===== src/rtl/cpu_run_ctrl_pkg.sv =====
// Shared types and defaults for the processor run-control stage.
package cpu_ctrl_pkg;

  typedef enum logic [1:0] {
    IDLE      = 2'd0,
    RUN       = 2'd1,
    STEP_WAIT = 2'd2,
    HALT      = 2'd3
  } run_state_t;

  localparam int DEFAULT_DIV      = 2;
  localparam int DEFAULT_DEBOUNCE = 500000;

  // States in which a prescaler tick is turned into a processor clock enable.
  function automatic logic is_issuing(input run_state_t st);
    logic act;
    case (st)
      RUN:       act = 1'b1;
      STEP_WAIT: act = 1'b1;
      default:   act = 1'b0;
    endcase
    return act;
  endfunction

endpackage


===== src/rtl/cpu_run_ctrl_debouncer.sv =====
// Two-flop synchronizer, stability-count debouncer and rising-edge pulse
// for one raw board input.
module input_debouncer
  import cpu_ctrl_pkg::*;
#(
  parameter int DEBOUNCE_CYCLES = DEFAULT_DEBOUNCE
) (
  input  logic clk,
  input  logic rst,
  input  logic raw,
  output logic level,
  output logic rise
);

  localparam int            CW       = $clog2(DEBOUNCE_CYCLES + 1);
  localparam logic [CW-1:0] CNT_LAST = CW'(DEBOUNCE_CYCLES - 1);
  localparam logic [CW-1:0] CNT_ONE  = CW'(1);
  localparam logic [CW-1:0] CNT_ZERO = CW'(0);

  logic          sync1_r;
  logic          sync2_r;
  logic          level_r;
  logic          level_d_r;
  logic [CW-1:0] cnt_r;

  // Sync the raw level, then accept it only after it differs long enough.
  always_ff @(posedge clk) begin
    if (!rst) begin
      sync1_r   <= 1'b0;
      sync2_r   <= 1'b0;
      level_r   <= 1'b0;
      level_d_r <= 1'b0;
      cnt_r     <= CNT_ZERO;
    end else begin
      sync1_r   <= raw;
      sync2_r   <= sync1_r;
      level_d_r <= level_r;
      if (sync2_r == level_r) begin
        cnt_r <= CNT_ZERO;
      end else if (cnt_r == CNT_LAST) begin
        level_r <= sync2_r;
        cnt_r   <= CNT_ZERO;
      end else begin
        cnt_r <= cnt_r + CNT_ONE;
      end
    end
  end

  assign level = level_r;
  assign rise  = level_r & ~level_d_r;

endmodule


===== src/rtl/cpu_run_ctrl.sv =====
// Run control for the pipelined processor: debounced run/step inputs,
// prescaled registered clock enable, halt handling and an executed-cycle counter.
module cpu_run_ctrl
  import cpu_ctrl_pkg::*;
#(
  parameter int DIV             = DEFAULT_DIV,
  parameter int DEBOUNCE_CYCLES = DEFAULT_DEBOUNCE,
  parameter int CNT_W           = 32
) (
  input  logic             clk_50Mhz,
  input  logic             rst,
  input  logic             init,
  input  logic             step,
  input  logic             halt_req,
  output logic             cpu_en,
  output logic             running,
  output logic             halted,
  output logic [CNT_W-1:0] cycle_count
);

  localparam logic [7:0]       PCNT_LAST = 8'(DIV - 1);
  localparam logic [7:0]       PCNT_ONE  = 8'd1;
  localparam logic [CNT_W-1:0] CNT_MAX   = {CNT_W{1'b1}};
  localparam logic [CNT_W-1:0] CNT_ONE   = CNT_W'(1);
  localparam logic [CNT_W-1:0] CNT_ZERO  = CNT_W'(0);

  logic             init_db_s;
  logic             init_rise_s;
  logic             step_level_unused_s;
  logic             step_rise_s;
  logic             tick_s;
  logic [7:0]       pcnt_r;
  run_state_t       state_r;
  run_state_t       state_nxt_s;
  logic             cpu_en_r;
  logic             running_r;
  logic             halted_r;
  logic [CNT_W-1:0] count_r;

  input_debouncer #(.DEBOUNCE_CYCLES(DEBOUNCE_CYCLES)) u_init_db (
    .clk   (clk_50Mhz),
    .rst   (rst),
    .raw   (init),
    .level (init_db_s),
    .rise  (init_rise_s)
  );

  input_debouncer #(.DEBOUNCE_CYCLES(DEBOUNCE_CYCLES)) u_step_db (
    .clk   (clk_50Mhz),
    .rst   (rst),
    .raw   (step),
    .level (step_level_unused_s),
    .rise  (step_rise_s)
  );

  assign tick_s = (pcnt_r == PCNT_LAST);

  // Free-running prescaler, independent of the run state.
  always_ff @(posedge clk_50Mhz) begin
    if (!rst) begin
      pcnt_r <= 8'd0;
    end else if (tick_s) begin
      pcnt_r <= 8'd0;
    end else begin
      pcnt_r <= pcnt_r + PCNT_ONE;
    end
  end

  // Next-state selection; earlier conditions win.
  always_comb begin
    state_nxt_s = state_r;
    case (state_r)
      IDLE: begin
        if (init_db_s) begin
          state_nxt_s = RUN;
        end else if (step_rise_s) begin
          state_nxt_s = STEP_WAIT;
        end else begin
          state_nxt_s = IDLE;
        end
      end
      RUN: begin
        if (halt_req && cpu_en_r) begin
          state_nxt_s = HALT;
        end else if (!init_db_s) begin
          state_nxt_s = IDLE;
        end else begin
          state_nxt_s = RUN;
        end
      end
      STEP_WAIT: begin
        if (tick_s) begin
          state_nxt_s = IDLE;
        end else begin
          state_nxt_s = STEP_WAIT;
        end
      end
      HALT: begin
        if (init_rise_s) begin
          state_nxt_s = RUN;
        end else if (step_rise_s && !init_db_s) begin
          state_nxt_s = STEP_WAIT;
        end else begin
          state_nxt_s = HALT;
        end
      end
      default: state_nxt_s = IDLE;
    endcase
  end

  // State register with status flags, clock enable and saturating counter.
  always_ff @(posedge clk_50Mhz) begin
    if (!rst) begin
      state_r   <= IDLE;
      running_r <= 1'b0;
      halted_r  <= 1'b0;
      cpu_en_r  <= 1'b0;
      count_r   <= CNT_ZERO;
    end else begin
      state_r   <= state_nxt_s;
      running_r <= (state_nxt_s == RUN);
      halted_r  <= (state_nxt_s == HALT);
      cpu_en_r  <= tick_s & is_issuing(state_r);
      if (cpu_en_r && (count_r != CNT_MAX)) begin
        count_r <= count_r + CNT_ONE;
      end else begin
        count_r <= count_r;
      end
    end
  end

  assign cpu_en      = cpu_en_r;
  assign running     = running_r;
  assign halted      = halted_r;
  assign cycle_count = count_r;

endmodule


===== config.mk =====
export PLATFORM = sky130hd
export DESIGN_NAME = cpu_run_ctrl
export DESIGN_NICKNAME = d
export VERILOG_FILES = /design/src/rtl/cpu_run_ctrl_pkg.sv /design/src/rtl/cpu_run_ctrl_debouncer.sv /design/src/rtl/cpu_run_ctrl.sv
export SDC_FILE = /design/constraint.sdc
export NUM_CORES = 1
export LEC_CHECK = 0
export ABC_AREA = 1
export CAP_MARGIN = 20
export CORE_MARGIN = 2
export CORE_UTILIZATION = 63
export CTS_CLUSTER_DIAMETER = 120
export DETAILED_ROUTE_END_ITERATION = 12
export PLACE_DENSITY = 0.94
export SYNTH_ARGS = -nofsm -noshare
export SYNTH_HDL_FRONTEND = slang
export SYNTH_SLANG_ARGS = --single-unit

===== constraint.sdc =====
create_clock -name clk_50Mhz -period 4.98 [get_ports clk_50Mhz]
set_clock_uncertainty 0.15 [all_clocks]
set_input_delay 0.747 -clock clk_50Mhz [delete_from_list [all_inputs] [get_ports clk_50Mhz]]
set_output_delay 0.747 -clock clk_50Mhz [all_outputs]
set_load 0.02 [all_outputs]

==> flow_summary_export.csv, run 1 <==
group,metric,value,unit
sta,relSlewSlack,64.48,%
clock_network,cts-hold-fix-buffers,0,
synthesis,synth_top_cells_by_area,"dfxtp_1, nand2_1, nor2_1",
final_layout,antenna_cells,0,
setup_path,cp.required,5.11,ns
detailed_routing,dr.pass1.iters,5,
synthesis,synth.net_count,754,
synthesis,yosys_warnings,0,
setup_path,path_class,"input pin to flip-flop",
power,power_frac_clock,40.7,%
final_layout,drive_above_1_share,5.223,%
final_layout,fillers,571,
sta,fin_crit,2.668,ns
die,num_io_pins,40,
clock_network,cts_sinks,91,
synthesis,seq_area_frac_synth,37.66,%
clock_network,cts_resized,0,
hold_path,hold_end,"u_init_db.sync2_r$_SDFF_PN0_",
sta,worst_pin_slew,0.5315,ns
setup_path,cp-start-kind,"input pin",
die,die_y,91.63,um
sta,rsz0062_at_grt,"false",
power,power_switching_share,23.90,%
setup_path,reg2reg_slack,2.68,ns
placement,hpwl,7981,um
detailed_routing,wl_per_cell,12.26,um
sta,final.period_utilization,53.58,%
setup_path,worst-path-buf-inv,4,
placement,io_buffers,39,
final_layout,layoutNonFillerInstCount,884,
synthesis,ys_types,28,
hold_path,hp-class,"flip-flop to flip-flop",
die,core_area,7331,um2
detailed_routing,wl,10840,um
placement,gp_congestion,0.9489,
synthesis,synth-seq-cells,91,
final_layout,final_common_cell,"nand2_1",
setup_path,crit_path_max_incr_delay,0.45,ns
setup_path,reg2reg_depth,10,
sta,setup_tns,0,ns
setup_path,critical_path.most_common_cell,"nand2_1",
final_layout,finalNetCount,794,
die,start_util,65.98,%
synthesis,synth_top_area_share,37.66,%
die,core.rowCount,31,
clock_network,path_clk_slew,0.09,ns
flow_run,cap_viol_max_count,0,
synthesis,syn_area,4837,um2
global_routing,grt_max_degree,46,
global_routing,grt_pass1_vias,4432,
detailed_routing,drc,0,
synthesis,syn_avg_cell_area,6.537,um2
setup_path,critPathSlowestCell,"clkdlybuf4s50_1",
setup_path,crit_arrival,2.80,ns
detailed_routing,ant_nets,0,
clock_network,cts_made_buffers,9,
placement,dp.cells,868,
sta,final_hold_viol_count,0,
setup_path,end_kind,"flip-flop",
clock_network,clock_path_buffers,2,
clock_network,cts_root_buf,"clkbuf_8",
hold_path,hold_depth,2,
power,cellInternalPower,0.9836,mW
synthesis,syn_inst,740,
run_status,outcome,"complete, no violations",
setup_path,crit_family,"buffers and inverters",
clock_network,postCtsSetupBuffers,0,
clock_network,htreeDepth,3,
synthesis,synth_ff_type,"dfxtp_1",
setup_path,crit_chain,"clkdlybuf4s50_1, buf_4, clkinv_1, nor2_1, nand2_1, inv_1, nand2_1, a21oi_1",
synthesis,synth_top_area_cell,"dfxtp_1",
clock_network,cts_tree,"built",
power,peakVddDrop,0.0001805,V
final_layout,syn2layout_area_growth,13.09,%
power,seq_power_share,57.0,%
clock_network,insertion_delay,0.37,ns
sta,finalSetupViolCount,0,
synthesis,synth_edf_count,0,
setup_path,timing.rr.start,"cycle_count[0]$_SDFFE_PN0P_",
synthesis,async_flop_share,0,%
global_routing,grt_usage,26.74,%
hold_path,worstHoldStart,"u_init_db.sync1_r$_SDFF_PN0_",
sta,slew_violations,0,
die,die_w,91.63,um
setup_path,crit_fanout,39,
detailed_routing,num_vias,4724,
global_routing,overflow,0,
setup_path,rr_endpoint,"cycle_count[29]$_SDFFE_PN0P_",
power,combPwrFrac,2.3,%
global_routing,antenna_found_initial,0,
power,switching_power,0.3090,mW
power,power_leakage,2.214,nW
final_layout,mostFrequentLayoutCells,"nand2_1, nor2_1, inv_1",
global_routing,grt_pass1_wl,18660,um
sta,fmax,374.8,MHz
die,die_area,8395,um2
power,p_per_area,236.3,nW/um2
detailed_routing,dr.first_iter.drc_count,273,
detailed_routing,vias_per_cell,5.344,
==> flip-flops by register name (all words and copies together) (netlist names) <==
signal               cells
cycle_count             32
u_init_db.cnt_r         19
u_step_db.cnt_r         19
pcnt_r                   8
state_r                  2
cpu_en                   1
halted                   1
running                  1
u_init_db.level          1
u_init_db.level_d_r      1
u_init_db.sync1_r        1
u_init_db.sync2_r        1
u_step_db.level          1
u_step_db.level_d_r      1
u_step_db.sync1_r        1
u_step_db.sync2_r        1
==> worst max-delay path by stage <==
stage               cells after the start                         from  slack, ns                              to
finish                                  8                          rst       2.31   u_init_db.cnt_r[3]$_SDFF_PP0_
global route                            8                          rst       2.11  u_init_db.cnt_r[17]$_SDFF_PP0_
CTS                                     8                          rst       2.32   u_init_db.cnt_r[3]$_SDFF_PP0_
detailed placement                      8                          rst       1.94   u_init_db.cnt_r[3]$_SDFF_PP0_
global placement                        8                          rst       2.02   u_init_db.cnt_r[2]$_SDFF_PP0_
floorplan                               9  cycle_count[0]$_SDFFE_PN0P_       3.10    cycle_count[23]$_SDFFE_PN0P_
==> power groups by stage <==
stage | Sequential (mW) | Combinational, mW | Clock (mW)
after global routing | 0.737 | 0.0331 | 0.566
after floorplan | 0.752 | 0.0234 | 0
after global placement | 0.753 | 0.0285 | 0
after CTS | 0.736 | 0.0298 | 0.536
after detailed placement | 0.753 | 0.0297 | 0
final | 0.736 | 0.0299 | 0.527
==> area by class of cell <==
cell class                      instances  area (um2)  area share (%)
Timing Repair Buffer                   40       397.9           7.274
Inverter                              103       386.6           7.068
Multi-Input combinational cell        535        2534           46.32
Clock buffer                            9       123.9           2.264
Tap cell                               99       123.9           2.264
Clock inverter                          7       82.58           1.510
Sequential cell                        91        1822           33.30
==> kinds of logic (layout without fill, tap and decap cells) <==
family,after synthesis,in the layout,synth area share [%]
simple gates,456,456,41.49
buf+inv,114,159,9.959
flops,91,91,37.66
compound gates,54,54,5.665
xor+xnor,16,16,2.897
fa+ha+maj,9,9,2.328
==> per-layer routing <==
| metal | up-vias | part of all wire, % | global-route usage (%) |
|---|---|---|---|
| met4 | 0 | 2.3 | 12.12 |
| met2 | 163 | 50 | 48.22 |
| li1 | 2393 | - | - |
| met3 | 21 | 5.1 | 4.355 |
| met5 | - | 0 | 0 |
| met1 | 2147 | 43 | 30.86 |
==> synth_stat cells, types with 6 or more instances <==
cell type,number
o21ai_0,13
ha_1,9
a21oi_1,39
xor2_1,13
nor2_4,6
inv_1,102
dfxtp_1,91
nor2_1,146
nand2_1,190
buf_6,6
nand4_1,21
nand3_1,50
nor3_1,17
==> worst register-to-register path: stages (launching register included) <==
cell	delay [ns]
dfxtp_1	0.44
ha_1	0.30
nand2_4	0.09
nor2_4	0.15
nand2_2	0.10
nor2_4	0.16
nand3_4	0.41
nand2_1	0.25
nand2_1	0.07
nand2_1	0.06
nor2_1	0.04
==> stage by stage <==
step                hold slack, ns  cell area, um2  total power [mW]  setup WS, ns  utilization, %
finish                      0.2822            5470             1.293         2.312           74.62
global route                0.3004            5470             1.336         2.115           74.62
CTS                         0.2839            5470             1.302         2.318           74.62
detailed placement          0.2632            5264            0.7829         1.943           71.80
global placement            0.2487            5264            0.7812         2.017           71.80
floorplan                   0.2405            4837            0.7756         3.100               -
Power figures use the tool's default switching activity.
==> run 2, diff against run 1 <==
- CORE_UTILIZATION: 63 -> 53
- PLACE_DENSITY: 0.94 -> 0.85
- clock period: 4.98 -> 2.15 ns (I/O delays scaled with it)
==> run 2 against run 1 <==
  * Largest power group unchanged
  * Critical endpoint is now cpu_en
  * Largest cell class unchanged
  * Clock power up 150%
  * Combinational power grew 140%
  * Sequential power rose by 130%
  * Critical path type is now flip-flop to output pin
  * First-iteration DRC count shrank 12%
  * Highest routed layer unchanged
  * Final cell count grew 1.8%
==> flow_summary_export.csv, run 2 (same netlist as run 1, synthesis figures left out) <==
group,metric,value,unit
placement,pre_cts_slack,0.1213,ns
die,die_area,9907,um2
clock_network,cts_root_buf,"clkbuf_8",
detailed_routing,num_vias,4718,
clock_network,cts-hold-fix-buffers,0,
detailed_routing,wl,10730,um
power,switching_power,0.6894,mW
setup_path,path_class,"flip-flop to output pin",
detailed_routing,dr.pass1.iters,7,
sta,relSlewSlack,63.79,%
global_routing,grtUsageMet3,5.200,%
global_routing,grt_usage,22.91,%
setup_path,crit_chain,"clkdlybuf4s50_1",
power,power_switching_share,22.37,%
die,core_area,8806,um2
power,seq_power_share,55.3,%
placement,hpwl,8014,um
detailed_routing,ant_nets,0,
clock_network,postCtsSetupBuffers,0,
clock_network,clock_path_buffers,2,
setup_path,worst-path-buf-inv,1,
setup_path,crit_arrival,1.57,ns
final_layout,drive_above_1_share,6.187,%
global_routing,grt_max_degree,39,
power,combPwrFrac,2.4,%
sta,fmax,489.6,MHz
sta,fin_crit,2.043,ns
sta,final.period_utilization,95.00,%
setup_path,crit_path_max_incr_delay,0.68,ns
power,peakVddDrop,0.0003848,V
setup_path,end_kind,"output pin",
die,core.rowCount,34,
die,die_y,99.54,um
power,cellInternalPower,2.392,mW
clock_network,htreeDepth,3,
die,die_w,99.54,um
power,power_leakage,2.256,nW
power,finalPower,3.081,mW
setup_path,crit_family,"buffers and inverters",
global_routing,antenna_found_initial,0,
setup_path,cp.required,1.68,ns
final_layout,mostFrequentLayoutCells,"nand2_1, nor2_1, inv_1",
global_routing,grt_most_used_layer,"met2",
detailed_routing,vias_per_cell,5.242,
flow_run,cap_viol_max_count,0,
die,num_io_pins,40,
clock_network,path_clk_slew,0.10,ns
sta,setup_ws,0.1075,ns
clock_network,cts_resized,0,
final_layout,syn2layout_area_growth,14.87,%
setup_path,cp-start-kind,"flip-flop",
global_routing,overflow,0,
placement,gp_congestion,0.8742,
sta,finalSetupViolCount,0,
final_layout,fillers,785,
setup_path,crit_fanout,8,
die,start_util,54.93,%
clock_network,cts_sinks,91,
sta,slew_violations,0,
sta,final_hold_viol_count,0,
final_layout,largest_reg_flops,32,
setup_path,critPathSlowestCell,"clkdlybuf4s50_1",
clock_network,cts_made_buffers,9,
detailed_routing,wl_per_cell,11.92,um
detailed_routing,dr.first_iter.drc_count,239,
global_routing,grt_use_met1,27.36,%
clock_network,cts_tree,"built",
clock_network,insertion_delay,0.36,ns
detailed_routing,drc,0,
power,p_per_area,554.5,nW/um2
power,power_frac_clock,42.3,%
final_layout,antenna_cells,0,
final_layout,finalNetCount,801,
global_routing,use_met2,40.38,%
final_layout,final_common_cell,"nand2_1",
hold_path,hp-class,"flip-flop to flip-flop",
global_routing,grt_pass1_wl,18920,um
sta,worst_pin_slew,0.5418,ns
final_layout,fin_util,63.10,%
global_routing,grt_pass1_vias,4461,
placement,io_buffers,39,
run_status,outcome,"complete, no violations",
[run 2: cell count changes in the layout (fill, tap and decap cells not counted), sizes merged]
cell,change
buf,+7
bufinv,+1
inv,-2
clkinvlp,-1
clkbuf,+1
clkinv,+1
[run 2: per-stage QoR]
step                hold WS, ns   TNS (ns)  instance area [um2]  std cells
floorplan                0.2405          0                 4837        740
global placement         0.2450          0                 5328        884
detailed placement       0.2516          0                 5328        884
CTS                      0.2746          0                 5552        900
global route             0.3001  -0.001780                 5557        900
finish                   0.2710          0                 5557        900
[run 2: final cells by class]
type                            instances  area, um2  area share (%)
Clock buffer                           10      127.6           2.297
Clock inverter                          6      96.34           1.734
Inverter                              103      386.6           6.958
Multi-Input combinational cell        535       2539           45.69
Sequential cell                        91       1822           32.79
Tap cell                              108      135.1           2.432
Timing Repair Buffer                   47      450.4           8.106
[run 2: path summary, 6_finish.rpt]
kind                                      start                             end  slack [ns]  depth (start not counted)
setup reg to reg  u_init_db.cnt_r[0]$_SDFF_PP0_  u_init_db.cnt_r[18]$_SDFF_PP0_        0.21                          8
hold / removal     u_init_db.sync1_r$_SDFF_PN0_    u_init_db.sync2_r$_SDFF_PN0_        0.27                          2
hold reg to reg    u_init_db.sync1_r$_SDFF_PN0_    u_init_db.sync2_r$_SDFF_PN0_        0.27                          2
setup / recovery              cpu_en$_SDFF_PN0_                          cpu_en        0.11                          1
[run 2: worst reg2reg max path: cells and delay by family, from the launching register on]
kind	cells	cell delay, ns
and+or+nand+nor	6	1.00
DFF	1	0.40
adders and majority gates	1	0.18
buffers and inverters	1	0.11
[run 2: power groups by stage]
| stage | logic [mW] | clock network [mW] | registers, mW |
|---|---|---|---|
| 2_1_floorplan | 0.0541 | 0 | 1.74 |
| 3_3_place_gp | 0.0693 | 0 | 1.74 |
| 3_5_place_dp | 0.0728 | 0 | 1.74 |
| 4_1_cts | 0.0730 | 1.33 | 1.70 |
| 5_1_grt | 0.0831 | 1.41 | 1.71 |
| 6_report | 0.0728 | 1.30 | 1.70 |
[run 2: per-layer routing]
layer	vias up	wire [um]
met4	0	145
li1	2415	-
met1	2154	4690
met3	20	557
met2	129	5337
met5	-	0
==> run 3, diff against run 2 <==
- PLACE_DENSITY: 0.85 -> 0.77
==> run 3 against run 2 <==
  * Via count decreased by 3.0%
  * Fmax rose by 2.8%
  * First-iteration DRC count down 37%
  * Global-route usage down 1.0 points
  * Routed wire length is 2.7% lower
  * Sequential share of layout area up 0.43 points
  * Sequential power is essentially flat
  * Total power decreased by 6.6%
==> flow_summary_export.csv, run 3 (same netlist as run 1, synthesis figures left out) <==
group,metric,value,unit
sta,final.period_utilization,92.45,%
sta,relSlewSlack,65.99,%
detailed_routing,drc,0,
power,peakVddDrop,0.0003449,V
sta,rsz0062_at_grt,"false",
die,core_area,8806,um2
global_routing,overflow,0,
die,die_area,9907,um2
die,num_io_pins,40,
die,die_w,99.54,um
final_layout,finalNetCount,798,
sta,fin_crit,1.988,ns
final_layout,mostFrequentLayoutCells,"nand2_1, nor2_1, inv_1",
clock_network,cts_root_buf,"clkbuf_8",
final_layout,fillers,837,
sta,slew_violations,0,
global_routing,grt_max_degree,39,
final_layout,drive_above_1_share,5.830,%
sta,final_hold_viol_count,0,
die,core.rowCount,34,
die,die_y,99.54,um
clock_network,cts_sinks,91,
hold_path,hp-class,"flip-flop to flip-flop",
setup_path,crit_path_max_incr_delay,0.66,ns
detailed_routing,wl,10440,um
global_routing,grt_pass1_vias,4192,
sta,setup_tns,0,ns
placement,gp_congestion,0.8935,
flow_run,cap_viol_max_count,0,
power,power_leakage,2.223,nW
clock_network,insertion_delay,0.36,ns
final_layout,antenna_cells,0,
power,seq_power_share,59.3,%
setup_path,worst-path-buf-inv,1,
setup_path,critPathSlowestCell,"clkdlybuf4s50_1",
setup_path,cp.required,1.68,ns
setup_path,path_class,"flip-flop to output pin",
power,power_switching_share,24.93,%
setup_path,crit_fanout,7,
placement,io_buffers,39,
global_routing,antenna_found_initial,0,
final_layout,largest_reg_flops,32,
clock_network,cts_tree,"built",
clock_network,cts_made_buffers,9,
clock_network,path_clk_slew,0.09,ns
power,power_frac_clock,38.2,%
setup_path,end_kind,"output pin",
detailed_routing,ant_nets,0,
global_routing,grt_pass1_wl,17960,um
detailed_routing,wl_per_cell,11.63,um
power,combPwrFrac,2.5,%
clock_network,htreeDepth,3,
die,start_util,54.93,%
sta,finalSetupViolCount,0,
sta,worst_pin_slew,0.5089,ns
detailed_routing,num_vias,4577,
final_layout,syn2layout_area_growth,13.45,%
detailed_routing,vias_per_cell,5.103,
detailed_routing,dr.first_iter.drc_count,151,
power,switching_power,0.7174,mW
sta,fmax,503.1,MHz
setup_path,crit_chain,"clkdlybuf4s50_1",
final_layout,fin_util,62.32,%
clock_network,clock_path_buffers,2,
setup_path,crit_arrival,1.52,ns
global_routing,grt_usage,21.88,%
setup_path,cp-start-kind,"flip-flop",
power,p_per_area,524.4,nW/um2
final_layout,final_common_cell,"nand2_1",
setup_path,crit_family,"buffers and inverters",
detailed_routing,dr.pass1.iters,4,
placement,hpwl,7988,um
run_status,outcome,"complete, no violations",
power,finalPower,2.878,mW
power,cellInternalPower,2.160,mW
clock_network,postCtsSetupBuffers,0,
[run 3: changes by cell type in the layout (fill, tap and decap cells not counted), sizes merged]
cell,delta
clkbuf,-1
buf,-3
clkinvlp,+1
bufinv,-2
inv,+2
[run 3: path summary, 6_finish.rpt]
check | start | to | slack (ns) | depth (start not counted)
setup / recovery | cycle_count[2]$_SDFFE_PN0P_ | cycle_count[2] | 0.16 | 1
hold / removal | u_init_db.sync1_r$_SDFF_PN0_ | u_init_db.sync2_r$_SDFF_PN0_ | 0.27 | 2
setup reg to reg | cycle_count[0]$_SDFFE_PN0P_ | cycle_count[26]$_SDFFE_PN0P_ | 0.17 | 11
hold reg to reg | u_init_db.sync1_r$_SDFF_PN0_ | u_init_db.sync2_r$_SDFF_PN0_ | 0.27 | 2
[run 3: final cells by class]
type / instances / area, um2 / share of cell area, %
Clock buffer: 9 / 123.9 / 2.257
Clock inverter: 7 / 57.56 / 1.049
Inverter: 103 / 386.6 / 7.045
Multi-Input combinational cell: 535 / 2534 / 46.17
Sequential cell: 91 / 1823 / 33.22
Tap cell: 108 / 135.1 / 2.462
Timing Repair Buffer: 44 / 427.9 / 7.798
[run 3: power groups by stage]
stage | clock network [mW] | registers (mW) | logic [mW]
floorplan | 0 | 1.74 | 0.0541
global placement | 0 | 1.74 | 0.0703
detailed placement | 0 | 1.74 | 0.0729
CTS | 1.12 | 1.70 | 0.0729
global route | 1.19 | 1.71 | 0.0827
finish | 1.10 | 1.71 | 0.0724
[run 3: layer usage]
metal  global-route usage, %  up-vias  share of wire [%]
li1                        -     2400                  -
met1                   26.95     2047                 45
met2                   37.47      108                 47
met3                   3.584       22                5.3
met4                   10.01        0                2.4
met5                       0        -                  0
[run 3: what timing repair did]
action / in CTS / in global routing
hold buffers: 0 / 0
endpoints found under the hold margin: 0 / 0
setup endpoints to repair: 1 / 0
resized for setup: 1 / 0
[run 3: stage by stage]
step	instances	hold WS, ns	cell area, um2	worst slack (ns)
5_1_grt	897	0.2846	5488	0.02819
2_1_floorplan	740	0.2405	4837	0.2701
6_report	897	0.2659	5488	0.1623
4_1_cts	897	0.2705	5488	0.1537
3_3_place_gp	881	0.2481	5305	0.1926
3_5_place_dp	881	0.2551	5305	0.1599
==> variant (flow settings as in run 3) <==
Reset style: asynchronous (`rst`), changed in 3 clocked blocks.
--- a/src/rtl/cpu_run_ctrl_debouncer.sv
+++ b/src/rtl/cpu_run_ctrl_debouncer.sv
@@ -25,5 +25,5 @@
 
   // Sync the raw level, then accept it only after it differs long enough.
-  always_ff @(posedge clk) begin
+  always_ff @(posedge clk or negedge rst) begin
     if (!rst) begin
       sync1_r   <= 1'b0;
--- a/src/rtl/cpu_run_ctrl.sv
+++ b/src/rtl/cpu_run_ctrl.sv
@@ -57,5 +57,5 @@
 
   // Free-running prescaler, independent of the run state.
-  always_ff @(posedge clk_50Mhz) begin
+  always_ff @(posedge clk_50Mhz or negedge rst) begin
     if (!rst) begin
       pcnt_r <= 8'd0;
@@ -110,5 +110,5 @@
 
   // State register with status flags, clock enable and saturating counter.
-  always_ff @(posedge clk_50Mhz) begin
+  always_ff @(posedge clk_50Mhz or negedge rst) begin
     if (!rst) begin
       state_r   <= IDLE;
Behaviour: same outputs for any inputs over 10 cycles, from zero or initial values and one cycle with rst low; that may be too few to reach the edited logic, so the function may still have changed.
==> variant against run 3 <==
- setup slack worse by 36 ps
- utilization is 1.4 points higher
- area after synthesis is 5.8% higher
- register-to-register slack better by 30 ps
- power is 7.1% higher
- wire length is 9.3% higher
- sequential cell count stayed put
- worst hold slack worse by 52 ps
- design area is 7.8% higher
==> variant: results (changes against run 3) <==
| Metric | Value |
|---|---|
| Final #Nets | 769 (-3.6%) |
| Crit-path max FO | 6 (-1) |
| Syn Nets | 717 (-4.9%) |
| Start point of the worst hold path | u_step_db.sync1_r |
| Arrival @ worst endpoint | 1550 ps (+30 ps) |
| Post-Synthesis Cells | 703 (-5.0%) |
| First-pass GRT wire length | 19900 um (+11%) |
| Vias/cell | 5.18 (+1.5%) |
| Seq pwr share | 0.562 (-0.031) |
| Metal2 WL | 5510 um (+11%) |
| Worst IR Drop VDD | 0.000353 V (+2.4%) |
| Drt first pass iters | 5 (+1) |
| Placed Instances | 872 (-1.0%) |
| Status | completed |
| Reg-to-reg startpoint | cycle_count[1] |
| WHS Path Cells | 0 (-2) |
| Fraction of layout cells with a size suffix above 1 | 0.0526 (-0.00567) |
| Distinct cells, synth | 30 (+7.1%) |
| Wirelength per Cell | 12.8 um (+10%) |
| Vias in the first global route | 4383 (+4.6%) |
| Area share of fa/ha/maj cells after synthesis | 0.0220 (-0.00127) |
| FF-to-FF setup slack | 200 ps (+30 ps) |
| Worst R2R End | cycle_count[6] |
| CTS resizes | 0 (-1) |
| Gr usage total | 0.240 (+0.0211) |
| Synth cell count leaders | nand2_1 (218), nor2_1 (132), dfrtp_1 (91) |
## variant: cell count changes after synthesis, moves of 14 or more
cell	delta
nor2_1	-14
nand2_1	+28
a21oi_1	-26
dfrtp_1	+91
dfxtp_1	-91
inv_1	-25
## variant: layer usage
layer,vias up,global-route usage
li1,2297,-
met1,2144,0.319
met2,141,0.395
met3,23,0.0308
met4,0,0.106
met5,-,0
## variant: logic make-up (layout without fill, tap and decap cells)
family / count (synthesis) / after routing
DFF: 91 / 91
xor gates and xnor gates: 29 / 29
and+or+nand+nor: 459 / 459
buffers and inverters: 88 / 145
AOI/OAI and AO/OA: 27 / 27
adders and majority gates: 9 / 9
## variant: stage by stage
stage / hold slack, ps / total power [mW] / setup slack, ps / area (um^2)
finish: 214 / 3.08 / 126 / 5910
global route: 225 / 3.20 / 37.4 / 5910
CTS: 212 / 3.12 / 119 / 5910
detailed placement: 121 / 1.85 / 235 / 5690
global placement: 119 / 1.85 / 321 / 5690
floorplan: -123 / 1.79 / 256 / 5120
## variant: cell type report
cell class / count / area (um^2) / area share
repair buffers: 48 / 470 / 0.0796
multi-input cells: 524 / 2490 / 0.420
well taps: 129 / 161 / 0.0273
flip-flops and latches: 91 / 2280 / 0.385
clock inverters: 6 / 76.3 / 0.0129
inverters: 81 / 304 / 0.0514
clock buffers: 10 / 138 / 0.0233
## variant: how the worst max path moves through the flow
stage / cells past startpoint / to / slack, ps
floorplan: 11 / cycle_count[28] / 260
global route: 9 / cycle_count[31] / 40
CTS: 1 / cpu_en / 120
global placement: 10 / cycle_count[5] / 320
detailed placement: 10 / cycle_count[6] / 240
finish: 1 / cpu_en / 130
## variant: repair_timing
action,CTS,global route
buffers inserted,0,0
hold endpoints to repair,25,0
hold buffers,1,0
